<file path="src/rtl/plab3_mem_l2_tdm_arbiter_pkg.sv">
// plab3_mem_l2_tdm_arbiter_pkg: shared FSM encoding and memory message widths
`ifndef VC_MEM_REQ_MSG_NBITS
`define VC_MEM_REQ_MSG_NBITS(o_,a_,d_) (3+(o_)+(a_)+$clog2((d_)/8)+(d_))
`endif
`ifndef VC_MEM_RESP_MSG_NBITS
`define VC_MEM_RESP_MSG_NBITS(o_,d_) (3+(o_)+2+$clog2((d_)/8)+(d_))
`endif

package plab3_mem_l2_tdm_arbiter_pkg;
    typedef enum logic {
        IDLE = 1'b0,
        WAIT = 1'b1
    } arb_state_e;
endpackage

</file>
<file path="src/rtl/plab3_mem_l2_slot_timer.sv">
// plab3_mem_l2_slot_timer: fixed-length alternating ownership slots with guard window and overrun hold
module plab3_mem_l2_slot_timer #(
    parameter int p_slot_len = 32,
    parameter int p_guard    = 16
) (
    input  logic clk,
    input  logic reset,
    input  logic busy,
    input  logic resp_fire,
    output logic slot_owner,
    output logic win,
    output logic overrun
);
    localparam int cw = $clog2(p_slot_len);
    localparam logic [cw-1:0] last_v = cw'(p_slot_len - 1);
    localparam logic [cw-1:0] win_v  = cw'(p_slot_len - p_guard);

    logic [cw-1:0] cnt_q, cnt_d;
    logic          owner_q, owner_d;
    logic          last;

    // a slot that ends with a transaction still open is stretched until the response fires
    always_comb begin
        last    = cnt_q == last_v;
        overrun = busy && last && !resp_fire;
        cnt_d   = !last ? cnt_q + 1'b1 : overrun ? cnt_q : '0;
        owner_d = (last && !overrun) ? ~owner_q : owner_q;
        win     = !busy && (cnt_q < win_v);
    end

    always_ff @(posedge clk or negedge reset) begin
        if (!reset) begin
            cnt_q   <= '0;
            owner_q <= 1'b0;
        end else begin
            cnt_q   <= cnt_d;
            owner_q <= owner_d;
        end
    end

    assign slot_owner = owner_q;
endmodule

</file>
<file path="src/rtl/plab3_mem_l2_tdm_arbiter.sv">
// plab3_mem_l2_tdm_arbiter: time-division arbiter sharing one blocking L2 between two security domains
module plab3_mem_l2_tdm_arbiter
    import plab3_mem_l2_tdm_arbiter_pkg::*;
#(
    parameter int p_opaque_nbits = 8,
    parameter int abw            = 32,
    parameter int clw            = 128,
    parameter int p_slot_len     = 32,
    parameter int p_guard        = 16,
    localparam int rq_nbits = `VC_MEM_REQ_MSG_NBITS(p_opaque_nbits, abw, clw),
    localparam int rs_nbits = `VC_MEM_RESP_MSG_NBITS(p_opaque_nbits, clw)
) (
    input  logic                clk,
    input  logic                reset,
    input  logic [rq_nbits-1:0] req0_msg,
    input  logic                req0_val,
    output logic                req0_rdy,
    input  logic [rq_nbits-1:0] req1_msg,
    input  logic                req1_val,
    output logic                req1_rdy,
    output logic [rs_nbits-1:0] resp0_msg,
    output logic                resp0_val,
    input  logic                resp0_rdy,
    output logic [rs_nbits-1:0] resp1_msg,
    output logic                resp1_val,
    input  logic                resp1_rdy,
    output logic [rq_nbits-1:0] cachereq_msg,
    output logic                cachereq_val,
    input  logic                cachereq_rdy,
    input  logic [rs_nbits-1:0] cacheresp_msg,
    input  logic                cacheresp_val,
    output logic                cacheresp_rdy,
    output logic                domain,
    output logic                overrun
);
    arb_state_e state_q;
    logic       owner_q, slot_owner, win, busy, req_fire, resp_fire;

    plab3_mem_l2_slot_timer #(
        .p_slot_len(p_slot_len),
        .p_guard   (p_guard)
    ) u_timer (
        .clk       (clk),
        .reset     (reset),
        .busy      (busy),
        .resp_fire (resp_fire),
        .slot_owner(slot_owner),
        .win       (win),
        .overrun   (overrun)
    );

    // reset gates the combinational handshakes so nothing appears ready while held
    always_comb begin
        busy          = state_q == WAIT;
        cachereq_msg  = slot_owner ? req1_msg : req0_msg;
        cachereq_val  = reset && win && (slot_owner ? req1_val : req0_val);
        req0_rdy      = reset && win && !slot_owner && cachereq_rdy;
        req1_rdy      = reset && win && slot_owner && cachereq_rdy;
        resp0_msg     = cacheresp_msg;
        resp1_msg     = cacheresp_msg;
        resp0_val     = reset && busy && !owner_q && cacheresp_val;
        resp1_val     = reset && busy && owner_q && cacheresp_val;
        cacheresp_rdy = reset && busy && (owner_q ? resp1_rdy : resp0_rdy);
        domain        = busy ? owner_q : slot_owner;
        req_fire      = cachereq_val && cachereq_rdy;
        resp_fire     = cacheresp_val && cacheresp_rdy;
    end

    always_ff @(posedge clk or negedge reset) begin
        if (!reset) begin
            state_q <= IDLE;
            owner_q <= 1'b0;
        end else if (state_q == IDLE && req_fire) begin
            state_q <= WAIT;
            owner_q <= slot_owner;
        end else if (state_q == WAIT && resp_fire) begin
            state_q <= IDLE;
        end
    end
endmodule

</file>
<file path="config.mk">
export PLATFORM = sky130hd
export DESIGN_NAME = plab3_mem_l2_tdm_arbiter
export DESIGN_NICKNAME = d
export VERILOG_FILES = /design/src/rtl/plab3_mem_l2_tdm_arbiter_pkg.sv /design/src/rtl/plab3_mem_l2_slot_timer.sv /design/src/rtl/plab3_mem_l2_tdm_arbiter.sv
export SDC_FILE = /design/constraint.sdc
export NUM_CORES = 1
export LEC_CHECK = 0
export CAP_MARGIN = 10
export CELL_PAD_IN_SITES_DETAIL_PLACEMENT = 0
export CELL_PAD_IN_SITES_GLOBAL_PLACEMENT = 1
export CORE_AREA = 2 2 380 382
export CTS_CLUSTER_DIAMETER = 100
export DETAILED_ROUTE_END_ITERATION = 7
export DIE_AREA = 0 0 382 384
export HOLD_SLACK_MARGIN = 0.06
export PLACE_DENSITY_LB_ADDON = 0.1
export SLEW_MARGIN = 20
export SYNTH_ARGS = -nofsm -noshare
export SYNTH_HDL_FRONTEND = slang
export SYNTH_SLANG_ARGS = --single-unit
export TNS_END_PERCENT = 100
</file>
<file path="constraint.sdc">
create_clock -name clk -period 2.43 [get_ports clk]
set_input_delay 0.729 -clock clk [delete_from_list [all_inputs] [get_ports clk]]
set_output_delay 0.729 -clock clk [all_outputs]
set_load 0.02 [all_outputs]
</file>
==> flow_summary.json, run 1 <==
{
  "p_leak_nw": 3.82,
  "drt_iter0_drc": 65,
  "synthesis_to_finish_area_growth_pct": 124,
  "grtUsageTotal_pct": 4.97,
  "final.setup_skew_ns": 0.00890,
  "floorplan.core_area_um2": 143000,
  "grt.busiest_layer": "met2",
  "critical-path-top-delay-family": "buffers and inverters",
  "worst_ep_required_time_ns": 1.70,
  "syn_avg_cell_area_um2": 8.81,
  "clk_transition_reported_paths_ns": 0.04,
  "failing_checks": "setup timing",
  "critical_path.max_fanout": 8,
  "start_to_end_type_of_the_worst_setup_path": "register to primary output",
  "clock_path_buffers": 2,
  "clockRootBuffer": "clkbuf_16",
  "boundaryPins": 976,
  "worst_setup_end_kind": "primary output",
  "finalCriticalPeriod_ns": 2.52,
  "worstSetupStartpointType": "register",
  "instance_area_after_placement_um2": 10700,
  "met3_usage_pct": 3.95,
  "die_area_um2": 147000,
  "max_clock_freq_ghz": 0.397,
  "placement_rows": 139,
  "overflow": 0,
  "dieHeight_um": 384,
  "pre_cts_slack_ns": -0.641,
  "tightestPinTransition_ns": 0.251,
  "cts.hold.buffers_added": 0,
  "synth_cell_types": 26,
  "setup_viol": 43,
  "placement.io_buffers": 540,
  "synth-warning-count": 0,
  "drt_pass_1_iters": 4,
  "rsz_0062_raised_after_global_routing": "yes",
  "initial_antenna_violation_count": 20,
  "post_synth_inst_count": 543,
  "syn_area_um2": 4790,
  "met2_usage_pct": 8.16,
  "groute.layer.met1.usage_pct": 5.07,
  "die_width_um": 382,
  "finalHoldWorstSlack_ns": 0.568,
  "crit_chain": "buf_4 -> buf_12 -> buf_12 -> buf_4 -> mux2_4 -> buf_6",
  "total_power_w": 0.00527,
  "layout-drive-gt1-share_pct": 52.2,
  "min-delay-path-class": "register to register",
  "worst_ep_arrival_time_ns": 1.79,
  "gpl.final_weighted_congestion": 0.752,
  "first_pass_grt_wire_length_um": 49800,
  "critPathSlowestCell": "dfrtp_4",
  "stdcell_area_um2": 10700,
  "run_status": "finished with violations",
  "max_stage_delay_ns": 0.53,
  "routed_wire_length_per_instance_um": 14.3,
  "p_per_area_nw_per_um2": 491,
  "synth_seq_area_share_pct": 4.18,
  "worstPathBufferInverterCount": 5,
  "cts_tree": "yes",
  "timing.max_slew.rel_slack_pct": 82.9,
  "layout.nets": 1347,
  "first_global_vias": 5411,
  "htree_num_levels": 1,
  "ys_seq_elements": 8,
  "timing_max_transition_violations_final": 0,
  "layout_setup_ws_ns": -0.0883,
  "drv.max_cap_violation_count": 0,
  "final.period_utilization_pct": 104,
  "drcViolationCount": 0,
  "irDropWorstVdd_uv": 216,
  "place_hpwl_um": 36100,
  "cts_inserted_buffers": 3,
  "fillerInstances": 16692,
  "via_per_inst": 1.80,
  "via_count": 4948,
  "initial_core_util_pct": 3.35,
  "antenna_left": 0,
  "synth_nets": 1048,
  "maximum_number_of_pins_on_one_net_before_global_route_repair": 26,
  "timing.final.hold_violations": 0,
  "postRouteWirelength_um": 39300,
  "clock_tree_sinks": 8,
  "worstSkewPairLatency_ns": 0.24
}
-- metal layers --
metal | part of all wire [%] | vias to the layer above
met5 | 0.56 | -
met4 | 1.1 | 24
met3 | 18 | 56
met2 | 44 | 545
met1 | 36 | 2193
li1 | - | 2130
-- placed cells by master (no fill, tap or decap), drive strengths merged, types with 2 or more instances in the layout --
| cell | count |
|---|---|
| clkdlybuf4s50 | 332 |
| buf | 184 |
| mux2 | 176 |
| clkbuf | 54 |
| dlygate4sd2 | 21 |
| clkdlybuf4s15 | 16 |
| dfrtp | 8 |
| nand2 | 7 |
| o21ai | 7 |
| inv | 6 |
| nor2 | 6 |
| nor2b | 3 |
| mux2i | 3 |
| ha | 2 |
| nand3 | 2 |
-- power breakdown --
part	leakage [nW]	internal [W]	switching, W
logic	3.69	0.00251	0.00222
registers	0.0915	0.000189	0.0000544
clock network	0.0382	0.000220	0.0000741
-- registers in the layout, indices dropped and copies added (netlist names) --
name                cells
u_timer.cnt_q           5
owner_q                 1
u_timer.slot_owner      1
busy                    1
-- cells in the mapped netlist, drive strengths merged --
cell type,n,area share (%)
o311ai,1,0.18
o2bb2ai,1,0.18
a221oi,1,0.18
dfrtp,8,4.2
nor4b,1,0.18
buf,311,48
ha,2,0.52
mux2,176,41
inv,7,0.55
o221ai,1,0.18
nor2b,3,0.39
nand4bb,1,0.24
o21ai,7,0.73
nand3,2,0.21
and2,1,0.13
nor3b,1,0.16
mux2i,3,0.71
and3,1,0.13
nor2,6,0.47
o211ai,1,0.44
nand2,7,0.55
a21boi,1,0.16
-- path summary, 6_finish.rpt --
path                            cells after the start  slack (ns)                 end                from
worst max-delay path                                6       -0.09     cachereq_msg[9]  u_timer.slot_owner
worst min-delay path                                2        0.57    u_timer.cnt_q[0]    u_timer.cnt_q[0]
worst max register to register                     10        0.32             owner_q    u_timer.cnt_q[4]
worst min register to register                      2        0.57    u_timer.cnt_q[0]    u_timer.cnt_q[0]
max in group asynchronous                           4        1.48  u_timer.slot_owner               reset
min in group asynchronous                           4        0.79                busy               reset
-- worst register-to-register path, cell delays in order (launching register included) --
cell and delay (ns):
dfrtp_1 0.45, nand4bb_1 0.31, buf_4 0.19, buf_4 0.12, buf_4 0.12, buf_4 0.12, buf_4 0.12, buf_4 0.12
buf_4 0.14, o21ai_0 0.15, o221ai_1 0.13
-- logic make-up (layout without fill, tap and decap cells) --
logic type	after synthesis	in the layout	synth area share, %
buf+inv	318	616	48.6
mux	179	179	42.2
simple gates	23	23	2.46
compound gates	13	13	2.07
flops	8	8	4.18
fa+ha+maj	2	2	0.523
other cells	0	1	0
-- repair_timing --
item | CTS | global route
pin swaps | 2 | 2
hold endpoints to repair | 0 | 0
setup buffers | 16 | 11
gates resized for setup | 480 | 156
endpoints found under the setup margin | 171 | 116
gates cloned | 1 | 1
-- per-stage QoR --
step | TNS [ns] | util (%) | instances
detailed placement | -41.92 | 7.50 | 2714
global route | -4.35 | 7.52 | 2744
CTS | -7.44 | 7.52 | 2734
global placement | -42.67 | 7.50 | 2714
finish | -2.01 | 7.52 | 2745
floorplan | 0 | - | 543
-- layout make-up --
| class | instances | area (um^2) | area share (%) |
|---|---|---|---|
| timing repair buffer | 605 | 5690 | 53.0 |
| clock buffer | 4 | 78.8 | 0.734 |
| sequential | 8 | 204 | 1.90 |
| inverter | 7 | 30.0 | 0.280 |
| tap | 1903 | 2380 | 22.2 |
| multi-input combinational | 217 | 2350 | 21.9 |
| antenna | 1 | 2.50 | 0.0233 |
Note: power is estimated with default switching activity, not from simulation.
==> run 2, diff against run 1 <==
Clock period 2.43 ns to 2.55 ns, I/O delays scaled along.
==> run 2 against run 1 <==
The run still ends with setup timing left. Cell count up 0.15%. Worst hold slack worse by 0.0048 ns. Via count down 0.46%. Non-clock buffer count up 5. Wire length down 0.52%. Sequential power down 7%. Final area up 1.1%. Combinational power down 6.1%. Critical endpoint is now cachereq_msg[7]. Largest cell class unchanged.
==> flow_summary.json, run 2 (synthesis gave the netlist of run 1 again) <==
{
  "run_status": "finished with violations",
  "failing_checks": "setup timing",
  "boundaryPins": 976,
  "first_pass_grt_wire_length_um": 49800,
  "worst_ep_arrival_time_ns": 1.82,
  "fin_cells": 2749,
  "timing.final.hold_violations": 0,
  "final.setup_skew_ns": 0.00133,
  "placement.io_buffers": 540,
  "place_inst": 2715,
  "maximum_number_of_pins_on_one_net_before_global_route_repair": 22,
  "die_width_um": 382,
  "drv.max_cap_violation_count": 0,
  "layout_setup_ws_ns": -0.0302,
  "antenna_left": 0,
  "place_hpwl_um": 36000,
  "clock_path_buffers": 2,
  "drt_iter0_drc": 72,
  "clockRootBuffer": "clkbuf_16",
  "initial_core_util_pct": 3.35,
  "cts_inserted_buffers": 3,
  "min-delay-path-class": "register to register",
  "die_area_um2": 147000,
  "multi_input_area_um2": 2340,
  "finalCriticalPeriod_ns": 2.58,
  "critical_path.max_fanout": 8,
  "placement_rows": 139,
  "postRouteWirelength_um": 39100,
  "clock_tree_sinks": 8,
  "initial_antenna_violation_count": 28,
  "htree_num_levels": 1,
  "fillerInstances": 16719,
  "tns_ns": -0.0302,
  "synthesis_to_finish_area_growth_pct": 127,
  "worstSkewPairLatency_ns": 0.23,
  "via_per_inst": 1.79,
  "max_clock_freq_ghz": 0.388,
  "p_leak_nw": 3.82,
  "first_global_vias": 5510,
  "layout-drive-gt1-share_pct": 44.8,
  "cts_tree": "yes",
  "p_per_area_nw_per_um2": 456,
  "layout.cells.most_common_list": "331 x clkdlybuf4s50_1, 171 x mux2_2, 82 x buf_4, 80 x dlygate4sd2_1, 34 x buf_2",
  "setup_viol": 1,
  "timing.max_slew.rel_slack_pct": 70.6,
  "most_frequent_standard_cell_in_the_layout_excluding_fill_and_tap_cells": "clkdlybuf4s50_1",
  "worstSetupStartpointType": "register",
  "dieHeight_um": 384,
  "most_flop_heavy_register": "u_timer.cnt_q",
  "gpl.final_weighted_congestion": 0.739,
  "largest_reg_flops": 5,
  "irDropWorstVdd_uv": 176,
  "regArea_um2": 204,
  "layout.nets": 1352,
  "worst_setup_end_kind": "primary output",
  "drcViolationCount": 0,
  "tightestPinTransition_ns": 0.436,
  "via_count": 4925,
  "start_to_end_type_of_the_worst_setup_path": "register to primary output",
  "final.period_utilization_pct": 101,
  "clk_transition_reported_paths_ns": 0.04,
  "routed_wire_length_per_instance_um": 14.2,
  "timing_max_transition_violations_final": 0,
  "worst_ep_required_time_ns": 1.79,
  "floorplan.core_area_um2": 143000,
  "grtUsageTotal_pct": 4.98,
  "total_power_w": 0.00495,
  "drt_pass_1_iters": 4,
  "antenna_cells": 0,
  "rsz_0062_raised_after_global_routing": "yes",
  "overflow": 0
}
[run 2: worst max-delay path: stages, from the launching register on]
cell and delay (ns):
dfrtp_4 0.51, buf_12 0.16, buf_12 0.16, buf_12 0.15, buf_6 0.11, mux2_4 0.31, buf_12 0.14
[run 2: power by group]
group / switching [W] / internal, W
clock: 0.0000690 / 0.000209
combinational: 0.00208 / 0.00237
sequential: 0.0000467 / 0.000180
[run 2: final timing paths]
path                               startpoint  slack, ns  cells past startpoint            endpoint
max                        u_timer.slot_owner      -0.03                      6     cachereq_msg[7]
min in group asynchronous               reset       0.73                      3                busy
min reg2reg                  u_timer.cnt_q[3]       0.56                      2    u_timer.cnt_q[3]
max reg2reg                  u_timer.cnt_q[4]       0.42                     11             owner_q
max in group asynchronous               reset       1.69                      3  u_timer.slot_owner
min                          u_timer.cnt_q[3]       0.56                      2    u_timer.cnt_q[3]
[run 2: metrics by stage]
stage          setup slack, ns  hold WS (ns)  utilization (%)  instance area, um^2
3_3_place_gp            -0.615         0.570             7.50                10700
5_1_grt                -0.0917         0.593             7.60                10900
6_report               -0.0302         0.563             7.60                10900
4_1_cts                 -0.106         0.568             7.58                10800
3_5_place_dp            -0.607         0.562             7.50                10700
2_1_floorplan           0.0987         0.469                -                 4790
[run 2: metal layers]
| layer | GRT usage (%) | vias to the layer above | routed length, um |
|---|---|---|---|
| li1 | - | 2138 | - |
| met4 | 0.481 | 38 | 446 |
| met2 | 8.25 | 551 | 17500 |
| met3 | 4.17 | 68 | 7310 |
| met5 | 0.357 | - | 297 |
| met1 | 4.91 | 2130 | 13500 |
[run 2: cell type report]
class                      count  share of cell area (%)
inverter                       7                   0.277
sequential                     8                    1.88
timing repair buffer         610                    53.6
multi-input combinational    217                    21.6
tap                         1903                    21.9
clock buffer                   4                   0.726
[run 2: what timing repair did]
item                                    in CTS  in global routing
cloned                                       2                  0
pin swaps                                    2                  1
hold buffers                                 0                  0
gates resized for setup                    353                 75
endpoints found under the setup margin     159                 55
setup buffers                               16                 12
==> run 3, diff against run 2 <==
Settings changed: GPL_TIMING_DRIVEN set to 0.
==> run 3 against run 2 <==
The flow still finishes with violations (setup timing). Clock skew shrank 0.00066 ns. Cell count grew 20%. Via count grew 37%. Critical endpoint is now cachereq_msg[102]. Largest cell class unchanged.
==> flow_summary.json, run 3 (synthesis gave the netlist of run 1 again) <==
{
  "cts.hold.buffers_added": 0,
  "finalCriticalPeriod_ns": 2.56,
  "largest_reg_flops": 5,
  "r2r_setup_slk_ns": 0.77,
  "multi_input_area_um2": 2350,
  "timing_max_transition_violations_final": 0,
  "final.setup_skew_ns": 0.000671,
  "final.period_utilization_pct": 100,
  "stdcell_area_um2": 15400,
  "irDropWorstVdd_uv": 127,
  "drcViolationCount": 0,
  "timing.final.hold_violations": 0,
  "worst_ep_arrival_time_ns": 1.79,
  "via_per_inst": 2.05,
  "finalHoldWorstSlack_ns": 0.390,
  "overflow": 0,
  "setup_viol": 3,
  "maximum_number_of_pins_on_one_net_before_global_route_repair": 14,
  "postRouteWirelength_um": 51400,
  "rsz_0062_raised_after_global_routing": "yes",
  "clock_tree_sinks": 8,
  "worst_r2r_start": "u_timer.cnt_q[0]",
  "fillerInstances": 16501,
  "gpl.final_weighted_congestion": 0.755,
  "routed_wire_length_per_instance_um": 15.6,
  "drv.max_cap_violation_count": 0,
  "clockRootBuffer": "clkbuf_16",
  "max_clock_freq_ghz": 0.391,
  "p_per_area_nw_per_um2": 371,
  "run_status": "finished with violations",
  "clock_path_buffers": 2,
  "p_leak_nw": 6.05,
  "placement.io_buffers": 830,
  "regToRegEndpoint": "u_timer.slot_owner",
  "reg2reg_depth": 6,
  "htree_num_levels": 1,
  "tightestPinTransition_ns": 0.337,
  "worstSkewPairLatency_ns": 0.23,
  "initial_antenna_violation_count": 17,
  "initial_core_util_pct": 3.35,
  "via_count": 6755,
  "start_to_end_type_of_the_worst_setup_path": "register to primary output",
  "min-delay-path-class": "primary input to asynchronous set/reset pin",
  "layout.nets": 1890,
  "cts_tree": "yes",
  "failing_checks": "setup timing",
  "place_hpwl_um": 48300,
  "most_flop_heavy_register": "u_timer.cnt_q",
  "placement_rows": 139,
  "layout_setup_ws_ns": -0.00860,
  "regArea_um2": 200,
  "pre_cts_slack_ns": -1.34,
  "synthesis_to_finish_area_growth_pct": 223,
  "dieHeight_um": 384,
  "die_width_um": 382,
  "critical_path.max_fanout": 10,
  "grtUsageTotal_pct": 6.37,
  "clk_transition_reported_paths_ns": 0.04,
  "floorplan.core_area_um2": 143000,
  "boundaryPins": 976,
  "layout-drive-gt1-share_pct": 47.2,
  "instance_area_after_placement_um2": 15500,
  "worstSetupStartpointType": "register",
  "most_frequent_standard_cell_in_the_layout_excluding_fill_and_tap_cells": "clkdlybuf4s50_1",
  "drt_iter0_drc": 74,
  "drt_pass_1_iters": 4,
  "layout.cells.most_common_list": "622 x clkdlybuf4s50_1, 304 x buf_4, 172 x mux2_2, 74 x clkbuf_2, 55 x dlygate4sd2_1",
  "die_area_um2": 147000,
  "timing.max_slew.rel_slack_pct": 77.6,
  "antenna_left": 0,
  "worst_ep_required_time_ns": 1.79,
  "first_pass_grt_wire_length_um": 64300,
  "cts_inserted_buffers": 3,
  "tns_ns": -0.0157,
  "first_global_vias": 7253,
  "worst_setup_end_kind": "primary output"
}
==> run 3: cell count changes in the layout (fill, tap and decap cells not counted), sizes merged <==
cell / change
clkdlybuf4s50: +291
buf: +189
clkbuf: +50
clkdlybuf4s15: +31
dlygate4sd2: -25
diode: +8
dlymetal6s2s: +1
==> run 3: critical path, stage by stage (launching register included) <==
cell	delay, ns
dfrtp_1	0.36
buf_12	0.17
clkbuf_16	0.19
buf_6	0.16
mux2_2	0.34
dlygate4sd2_1	0.32
==> run 3: stage by stage <==
| step | power, W | cells | util, % |
|---|---|---|---|
| after floorplan | 0.00287 | 543 | - |
| after detailed placement | 0.00572 | 3276 | 10.8 |
| after global routing | 0.00612 | 3291 | 10.8 |
| after global placement | 0.00575 | 3276 | 10.8 |
| final | 0.00573 | 3294 | 10.8 |
| after CTS | 0.00592 | 3284 | 11.0 |
==> run 3: repair_timing <==
| item | CTS | global route |
|---|---|---|
| cloned | 0 | 1 |
| resized for setup | 454 | 186 |
| setup buffers | 5 | 1 |
| endpoints found under the setup margin | 184 | 139 |
| pin swaps | 4 | 2 |
==> run 3: worst max path at each step <==
| stage | start | endpoint | slack, ns | depth (start not counted) |
|---|---|---|---|---|
| after floorplan | req1_val | cachereq_val | 0.1 | 3 |
| after global routing | u_timer.slot_owner | cachereq_msg[102] | -0.1 | 5 |
| after detailed placement | reset | resp0_val | -1.34 | 4 |
| after CTS | u_timer.slot_owner | cachereq_msg[109] | -0.13 | 5 |
| final | u_timer.slot_owner | cachereq_msg[102] | -0.009 | 5 |
| after global placement | reset | resp1_val | -1.31 | 4 |
==> run 3: power by group <==
group          switching (W)  internal, W  total (W)  leakage (nW)
clock network      0.0000650     0.000203   0.000268        0.0370
registers          0.0000456     0.000177   0.000223        0.0914
logic                0.00254      0.00270    0.00524          5.93
total                0.00265      0.00308    0.00573          6.05
==> run 3: area by class of cell <==
| cell class | instances | area share (%) |
|---|---|---|
| diodes | 8 | 0.130 |
| plain buffers | 311 | 16.2 |
| clock buffers | 3 | 0.486 |
| inverters | 7 | 0.195 |
| multi-input cells | 217 | 15.2 |
| flip-flops and latches | 8 | 1.30 |
| well taps | 1903 | 15.4 |
| repair buffers | 837 | 51.1 |
==> run 3: layer usage <==
metal	track usage [%]	vias to the layer above	wire length, um
met5	0	-	77
met4	0.452	14	168
met2	13.5	465	30200
li1	-	3226	-
met3	2.98	30	5700
met1	5.48	3020	15300
